[src/rtl/ro_puf_pkg.sv]
// Shared types and constants for the ring-oscillator PUF measurement path.
// Holds the sequencer state enum, default counter width and saturation max.
package ro_puf_pkg;

    typedef enum logic [1:0] {
        ST_IDLE,
        ST_SETTLE,
        ST_COUNT,
        ST_DONE
    } state_t;

    localparam int CNT_W_DEF = 4;

    function automatic int sat_max(input int w);
        return (1 << w) - 1;
    endfunction

endpackage

[src/rtl/ro_edge_counter.sv]
// Synchronizer, rising-edge detect and saturating edge counter for one RO.
// Ports: clk, reset_n, ro_in (async), clear, count_en -> count, sat.
module ro_edge_counter
    import ro_puf_pkg::*;
#(
    parameter int CNT_W       = CNT_W_DEF,
    parameter int SYNC_STAGES = 2
) (
    input  logic             clk,
    input  logic             reset_n,
    input  logic             ro_in,
    input  logic             clear,
    input  logic             count_en,
    output logic [CNT_W-1:0] count,
    output logic             sat
);

    localparam logic [CNT_W-1:0] CMAX = CNT_W'(sat_max(CNT_W));

    logic [SYNC_STAGES-1:0] sync;
    logic                   prev;
    logic                   rise;

    assign rise = sync[SYNC_STAGES-1] & ~prev;

    always_ff @(posedge clk or negedge reset_n) begin
        if (!reset_n) begin
            sync <= '0;
            prev <= 1'b0;
        end else begin
            sync <= {sync[SYNC_STAGES-2:0], ro_in};
            prev <= sync[SYNC_STAGES-1];
        end
    end

    always_ff @(posedge clk or negedge reset_n) begin
        if (!reset_n) begin
            count <= '0;
            sat   <= 1'b0;
        end else if (clear) begin
            count <= '0;
            sat   <= 1'b0;
        end else if (count_en && rise) begin
            if (count == CMAX) begin
                sat <= 1'b1;
            end else begin
                count <= count + 1'b1;
            end
        end
    end

endmodule

[src/rtl/ro_measure_ctrl.sv]
// Measurement sequencer: enable ROs, settle, count edges over a window.
// Ports: clk, reset_n, start, ro_in0/1 -> ro_en, busy, count0/1, sat, done.
module ro_measure_ctrl
    import ro_puf_pkg::*;
#(
    parameter int CNT_W       = CNT_W_DEF,
    parameter int SETTLE      = 2,
    parameter int WINDOW      = 8,
    parameter int SYNC_STAGES = 2
) (
    input  logic             clk,
    input  logic             reset_n,
    input  logic             start,
    input  logic             ro_in0,
    input  logic             ro_in1,
    output logic [1:0]       ro_en,
    output logic             busy,
    output logic [CNT_W-1:0] count0,
    output logic [CNT_W-1:0] count1,
    output logic [1:0]       sat,
    output logic             done
);

    localparam int TMAX = (SETTLE > WINDOW) ? SETTLE : WINDOW;
    localparam int TW   = (TMAX > 1) ? $clog2(TMAX) : 1;

    state_t        state;
    logic [TW-1:0] timer;
    logic          clear;
    logic          count_en;

    assign clear    = (state == ST_IDLE) && start;
    assign count_en = (state == ST_COUNT);

    always_ff @(posedge clk or negedge reset_n) begin
        if (!reset_n) begin
            state <= ST_IDLE;
            timer <= '0;
            ro_en <= 2'b00;
            busy  <= 1'b0;
            done  <= 1'b0;
        end else begin
            unique case (state)
                ST_IDLE: begin
                    done <= 1'b0;
                    if (start) begin
                        state <= ST_SETTLE;
                        timer <= TW'(SETTLE - 1);
                        ro_en <= 2'b11;
                        busy  <= 1'b1;
                    end
                end
                ST_SETTLE: begin
                    if (timer == '0) begin
                        state <= ST_COUNT;
                        timer <= TW'(WINDOW - 1);
                    end else begin
                        timer <= timer - 1'b1;
                    end
                end
                ST_COUNT: begin
                    if (timer == '0) begin
                        state <= ST_DONE;
                        done  <= 1'b1;
                        busy  <= 1'b0;
                        ro_en <= 2'b00;
                    end else begin
                        timer <= timer - 1'b1;
                    end
                end
                ST_DONE: begin
                    done  <= 1'b0;
                    state <= ST_IDLE;
                end
                default: begin
                    state <= ST_IDLE;
                    done  <= 1'b0;
                    busy  <= 1'b0;
                    ro_en <= 2'b00;
                end
            endcase
        end
    end

    ro_edge_counter #(
        .CNT_W      (CNT_W),
        .SYNC_STAGES(SYNC_STAGES)
    ) u_cnt0 (
        .clk     (clk),
        .reset_n (reset_n),
        .ro_in   (ro_in0),
        .clear   (clear),
        .count_en(count_en),
        .count   (count0),
        .sat     (sat[0])
    );

    ro_edge_counter #(
        .CNT_W      (CNT_W),
        .SYNC_STAGES(SYNC_STAGES)
    ) u_cnt1 (
        .clk     (clk),
        .reset_n (reset_n),
        .ro_in   (ro_in1),
        .clear   (clear),
        .count_en(count_en),
        .count   (count1),
        .sat     (sat[1])
    );

endmodule

[config.mk]
export PLATFORM = sky130hd
export DESIGN_NAME = ro_measure_ctrl
export DESIGN_NICKNAME = d
export VERILOG_FILES = /design/src/rtl/ro_puf_pkg.sv /design/src/rtl/ro_edge_counter.sv /design/src/rtl/ro_measure_ctrl.sv
export SDC_FILE = /design/constraint.sdc
export NUM_CORES = 1
export LEC_CHECK = 0
export CELL_PAD_IN_SITES_DETAIL_PLACEMENT = 0
export CELL_PAD_IN_SITES_GLOBAL_PLACEMENT = 1
export CORE_ASPECT_RATIO = 0.75
export CORE_MARGIN = 4
export CORE_UTILIZATION = 41
export DETAILED_ROUTE_END_ITERATION = 8
export MAX_ROUTING_LAYER = met4
export PLACE_DENSITY_LB_ADDON = 0.1
export SETUP_SLACK_MARGIN = 0.1
export SLEW_MARGIN = 20
export SYNTH_ARGS = -nofsm -noshare
export SYNTH_HDL_FRONTEND = slang
export SYNTH_SLANG_ARGS = --single-unit
[constraint.sdc]
create_clock -name clk -period 2.05 [get_ports clk]
set_clock_uncertainty 0.05 [all_clocks]
set_input_delay 0.3075 -clock clk [delete_from_list [all_inputs] [get_ports clk]]
set_output_delay 0.3075 -clock clk [all_outputs]
set_load 0.03 [all_outputs]
==> summary.md <==
| Metric | Value |
|---|---|
| Layout cell share with drive strength beyond 1 | 0.08130 |
| Final Cycle Share | 0.8435 |
| Pre-CTS setup slack | roughly 0.37 ns |
| Worst VDD drop | 0.7088 mV |
| Slowest CP cell | clkdlybuf4s50_1 |
| Synth unique cells | 31 |
| CP startpoint kind | flip-flop |
| Outcome | finished clean |
| Synth Area in Adders | 0.09524 |
| N_diodes | 0 |
| Largest net degree at the start of global routing | 24 |
| Critical path required time | 1.69 ns |
| Arr. time, crit path | approximately 1.4 ns |
| Drt initial violations | 34 |
| # setup viols final | 0 |
| Chip height | approximately 55 um |
| GRT overflow | 0 |
| IO buf count | 18 |
| Post-synthesis cell count | 105 |
| Routed length per instance | 14.08 um |
| Largest family of logic cells by synthesized area | compound AO/OA/AOI/OAI gates |
| Flops & latches, synth | 23 |
| Multiplexer share of the synthesized area | 0.02540 |
| Actual slew at the worst max-slew pin | 0.4821 ns |
| CP endpoint kind | output port |
| DIE AREA | ~3800 sq um |
| # Max-Cap Violations | 0 |
| Commonest non-fill, non-tap cell in the layout | dfrtp_1 |
| Post-DR vias/cell | between 5 and 6 |
| Site Rows | 16 |
| Area Growth Syn to Fin | 20.53% |
| Final Wtd Congestion | ~0.75 |
| CTS tree | yes |
| Clk sinks | 23 |
| Buffers plus inverters on the worst setup path | 1 |
| Final #Nets | approximately 140 |
| H-tree depth | 1 |
| CTS root buffer | clkbuf_8 |
| CP max FO | 5 |
| Netlist Area Pre-Place | approximately 1200 sq um |
| Max-Slew Margin vs Limit | 0.6786 |
| Cts repair resizes | 0 |
| Num CTS Buffers | 3 |
| Clk buf depth | 2 |
| Commonest non-fill, non-tap cells in the layout | dfrtp_1 (23), clkdlybuf4s50_1 (18), ha_1 (9), inv_1 (8), a21oi_1 (8) |
| Largest delay contributor family on the critical path | buffers and inverters |
| Initial antenna violation count | 0 |
| Initial Util | 0.4408 |
| Global-route wire length before repair | slightly below 4000 um |
| Clock-pin slew on the worst setup and hold paths | roughly 0.08 ns |
| # DRC | 0 |
| Crit Path Class | flip-flop to output port |
| Pins Over Slew Limit | 0 |
| Via count | around 860 |
| Final Hold Fails | 0 |
| ANT nets after route | 0 |
| Post-Route Setup TNS | 0 ns |
| Hold_buf cts | 0 |
| Worst hold path class | flip-flop to flip-flop |
| Vias in the first global route | roughly 850 |
| Leak | 0.6294 nW |
| Simple-gate share of the synthesized area | 0.1259 |
| Min cycle time layout | around 1.7 ns |
| Max Freq | 578.3 MHz |
| Routed WL | roughly 2200 um |
| Post-DP HPWL | roughly 1700 um |
| Seq/Total Area, Yosys | 0.4868 |
| Core ar. | 2683 sq um |
| Setup ws final | between 0.3 and 0.4 ns |
| # IOs | 19 |
| Mapped Nets | approximately 120 |
| RSZ-0062 raised after global routing | no |
| XOR/XNOR Fraction of Synth Area | 0 |
| DR pass1 iterations | 4 |
| Number of post-CTS setup repair buffers | 0 |
| Avg Cell Area, Syn | approximately 11 sq um |
| Worst path max stage delay | ~0.7 ns |
| Synth warn | 0 |
| Critical-path cell list | clkdlybuf4s50_1 |
| Die W | ~70 um |
| Synth Area in Compound Gates | 0.1979 |
| All-Layer GR Usage | 0.1372 |
| Worst-Skew Late Latency | ~0.26 ns |
| Pwr Density | approximately 1400 nW/um^2 |
==> cells by family (layout without fill, tap and decap cells) <==
group / count (synthesis) / in the layout
DFF: 23 / 23
adders and majority gates: 9 / 9
and+or+nand+nor: 25 / 25
buffers and inverters: 15 / 33
AOI/OAI and AO/OA: 30 / 30
muxes: 3 / 3
==> sequential cells by signal, indices dropped and copies added (netlist names), 2 cells and up <==
| signal | count |
|---|---|
| u_cnt0.sync | 2 |
| u_cnt1.count | 4 |
| timer | 3 |
| state | 2 |
| u_cnt1.sync | 2 |
| u_cnt0.count | 4 |
==> synth_stat cells (all sizes together) <==
library cell,instances,area [sq um]
o41ai,4,35.03
o2bb2ai,1,8.760
buf,7,51.30
a211o,1,8.760
ha,9,112.6
and3b,2,17.52
o22ai,2,12.51
nand3b,4,30.03
dfrtp,23,575.6
a21oi,8,40.04
and3,2,12.51
o21ai,4,20.02
nor2,5,18.77
a211oi,1,12.51
o311ai,4,35.03
nand3,2,10.01
and2,1,6.260
or3,2,12.51
nor2b,3,21.27
nand2,2,7.510
o221ai,1,8.760
or2b,1,7.510
mux2i,3,30.03
a2111oi,1,27.53
a2bb2oi,2,17.52
inv,8,30.03
o21bai,1,7.510
nor3,1,5.000
==> cell type report <==
type                       count  area, sq um
inverter                       8        30.03
clock buffer                   3        41.29
clock inverter                 1        5.005
multi-input combinational     67        525.5
tap                           36        45.04
timing repair buffer          21        202.7
sequential                    23        575.6
fill                         241         1257
==> layer usage <==
metal	routed length, um	global-route usage	vias up
met4	8	0.03822	0
met2	953	0.2210	30
met5	0	-	-
met3	155	0.04771	2
met1	1121	0.1672	407
li1	-	-	423
==> worst paths after layout <==
check,from,end,slack (ns),cells after the start
setup / recovery,u_cnt1.count[0],count1[0],0.32,1
hold / removal,u_cnt0.sync[0],u_cnt0.sync[1],0.31,0
setup reg to reg,state[0],u_cnt1.count[3],0.34,5
hold reg to reg,u_cnt0.sync[0],u_cnt0.sync[1],0.31,0
max in group asynchronous,reset_n,u_cnt1.count[3],1.39,2
min in group asynchronous,reset_n,timer[1],0.34,2
==> per-stage QoR <==
stage               instances  power, mW  hold WS [ns]    util  area [sq um]
floorplan                 105      1.393      -0.03809       -          1182
finish                    159      1.941        0.3087  0.5313          1425
CTS                       159      1.959        0.3141  0.5313          1425
global route              159      2.082        0.3150  0.5313          1425
global placement          155      1.658        0.2861  0.5140          1379
detailed placement        155      1.675        0.2957  0.5140          1379
==> where the power goes <==
part	switching [mW]	internal (mW)	total (mW)
logic	0.580	0.437	1.02
registers	0.0878	0.559	0.646
clock network	0.142	0.136	0.278
total	0.810	1.13	1.94
No activity file was read; power rests on OpenSTA's default activity.
==> edit, RTL diff (config.mk and constraints unchanged) <==
The 4 states of `state_t` get a one-hot encoding in 4 bits.
--- a/src/rtl/ro_puf_pkg.sv
+++ b/src/rtl/ro_puf_pkg.sv
@@ -2,11 +2,11 @@
 // Holds the sequencer state enum, default counter width and saturation max.
 package ro_puf_pkg;
 
-    typedef enum logic [1:0] {
-        ST_IDLE,
-        ST_SETTLE,
-        ST_COUNT,
-        ST_DONE
+    typedef enum logic [3:0] {
+        ST_IDLE   = 4'b0001,
+        ST_SETTLE = 4'b0010,
+        ST_COUNT  = 4'b0100,
+        ST_DONE   = 4'b1000
     } state_t;
 
     localparam int CNT_W_DEF = 4;
Check against the original RTL: same outputs for any inputs over 10 cycles, from zero or initial values and one cycle with reset_n low; not proved beyond that.
==> edit against the unedited design <==
Critical path type unchanged; clock power up 4%; fmax down 3.1%; combinational power down 49%; highest routed layer unchanged; routed wire length up 6.7%; worst setup slack worse by 56 ps; design area up 3.2%; total power down 24%; sequential power up 4.6%; synthesized area up 4.6%; sequential cell count up 2.
==> edit: results (changes against the unedited design) <==
register area share after synthesis 50.7% (+2.0 points); Post-synth top cells dfrtp_1, nand2_1, nand3_1; CTS buffer count 3 (unchanged); worst skew pair latency 260 ps (about the same); fillers 245 (+1.7%); largest stage delay on the critical path 710 ps (+20 ps); area fraction in compound gates after synthesis 14.1% (-5.7 points); multi-input logic area 539 um2 (+2.6%); Crit path arrival time 1430 ps (+60 ps); max layer used met4; mux contribution to synthesized area 2.43% (-0.11 points); GP Congestion 0.795 (+6.5%); global-route usage over all layers 12.8% (-0.94 points); pins over their slew limit 0 (unchanged); 1st-pass router iterations 4 (unchanged); CTS H-tree lvls 1 (unchanged); M1 WL 1250 um (+12%); worst min-delay path class reg -> reg; Detail Placement HPWL 1740 um (+5.2%); layout cell share with drive strength beyond 1 9.02% (+0.89 points); wire length on met2 1010 um (+6.1%); CP max stage cell clkdlybuf4s50_1; Worst-Margin Slew 358 ps (-124 ps); Crit Path Max Fanout 7 (+2); outcome finished clean; Root Buffer Master clkbuf_8; initial DRC count 50 (+47%); clock tree buffer depth 2 (unchanged); Post-CTS Setup Inserts 0 (unchanged); routed wire length 2390 um (+6.7%); Adder-Cell Fraction of Synth Area 4.05% (-5.5 points); Post-Synth XOR/XNOR Area 0% (unchanged); largest registers state: 4 flops, u_cnt0.count: 4 flops, u_cnt1.count: 4 flops; DR vias/cell 5.50 (+1.5%); Final #Nets 143 (+3.6%); Syn Nets 125 (+5.0%); vias in the first global route 820 (-3.2%); first-pass GRT wire length 3910 um (unchanged); Port Buffers 18 (unchanged); library cells used by synthesis 37 (+19%); synth warn 0 (unchanged); Synth area leaders dfrtp_1, ha_1, nand3_1, a21oi_1, mux2i_1; Peak VDD IR 0.602 mV (-15%); Synth area leader dfrtp_1; Synth async-reset ratio 100% (unchanged); Met3 Wirelength 112 um (-28%); Reg clk slew, reported paths 90 ps; initial antenna violation count 0 (unchanged); antenna fix cells 0 (unchanged); leakage power 0.653 nW (+3.7%); CP top delay family buffers and inverters; CTS-repair resized insts 0 (unchanged); pin count of the biggest net entering global routing 26 (+8.3%)
edit: cell types whose count changed in the layout (fill, tap and decap cells not counted), sizes merged, moves of 3 or more:
| cell | before | now |
|---|---|---|
| o21ai | 4 | 7 |
| nor3 | 1 | 5 |
| o41ai | 4 | 0 |
| nand3 | 2 | 8 |
| inv | 8 | 5 |
| ha | 9 | 4 |
| nand2 | 2 | 8 |
| o311ai | 4 | 1 |
edit: report_power, final:
group	total [mW]	leakage, nW	switching [mW]	internal (mW)
logic	0.521	0.304	0.283	0.239
clock network	0.288	0.0255	0.152	0.136
registers	0.676	0.323	0.106	0.570
edit: metal layers:
layer / up-vias / GRT usage, %
met2: 20 / 16.9
met5: - / -
met4: 0 / 2.41
li1: 459 / -
met3: 2 / 4.35
met1: 449 / 18.9
edit: per-stage QoR:
step	util, %	power, mW	instance area [um2]	setup slack, ps	std cells
floorplan	-	1.08	1240	553	116
global placement	52.0	1.21	1430	388	165
detailed placement	52.0	1.21	1430	369	165
CTS	53.6	1.50	1470	242	169
global route	53.6	1.59	1470	184	169
finish	53.6	1.48	1470	265	169
edit: kinds of logic (layout without fill, tap and decap cells):
| logic type | count (synthesis) | after routing |
|---|---|---|
| compound gates | 25 | 25 |
| fa+ha+maj | 4 | 4 |
| flops | 25 | 25 |
| mux | 3 | 3 |
| simple gates | 47 | 47 |
| buf+inv | 12 | 29 |
edit: layout make-up:
cell class	count	share of cell area (%)
clock buffers	3	2.81
clock inverters	1	0.340
inverters	5	1.28
multi-input cells	79	36.6
flip-flops and latches	25	42.6
well taps	36	3.06
repair buffers	20	13.3
edit: path summary, 6_finish.rpt:
path | from | to | slack [ps] | cells after the start
worst min register to register | u_cnt0.sync[0] | u_cnt0.sync[1] | 310 | 0
max in group asynchronous | reset_n | state[0] | 1300 | 2
worst max-delay path | ro_en[0] | busy | 270 | 1
worst min-delay path | u_cnt0.sync[0] | u_cnt0.sync[1] | 310 | 0
min in group asynchronous | reset_n | ro_en[0] | 350 | 2
worst max register to register | state[1] | u_cnt1.count[3] | 410 | 4
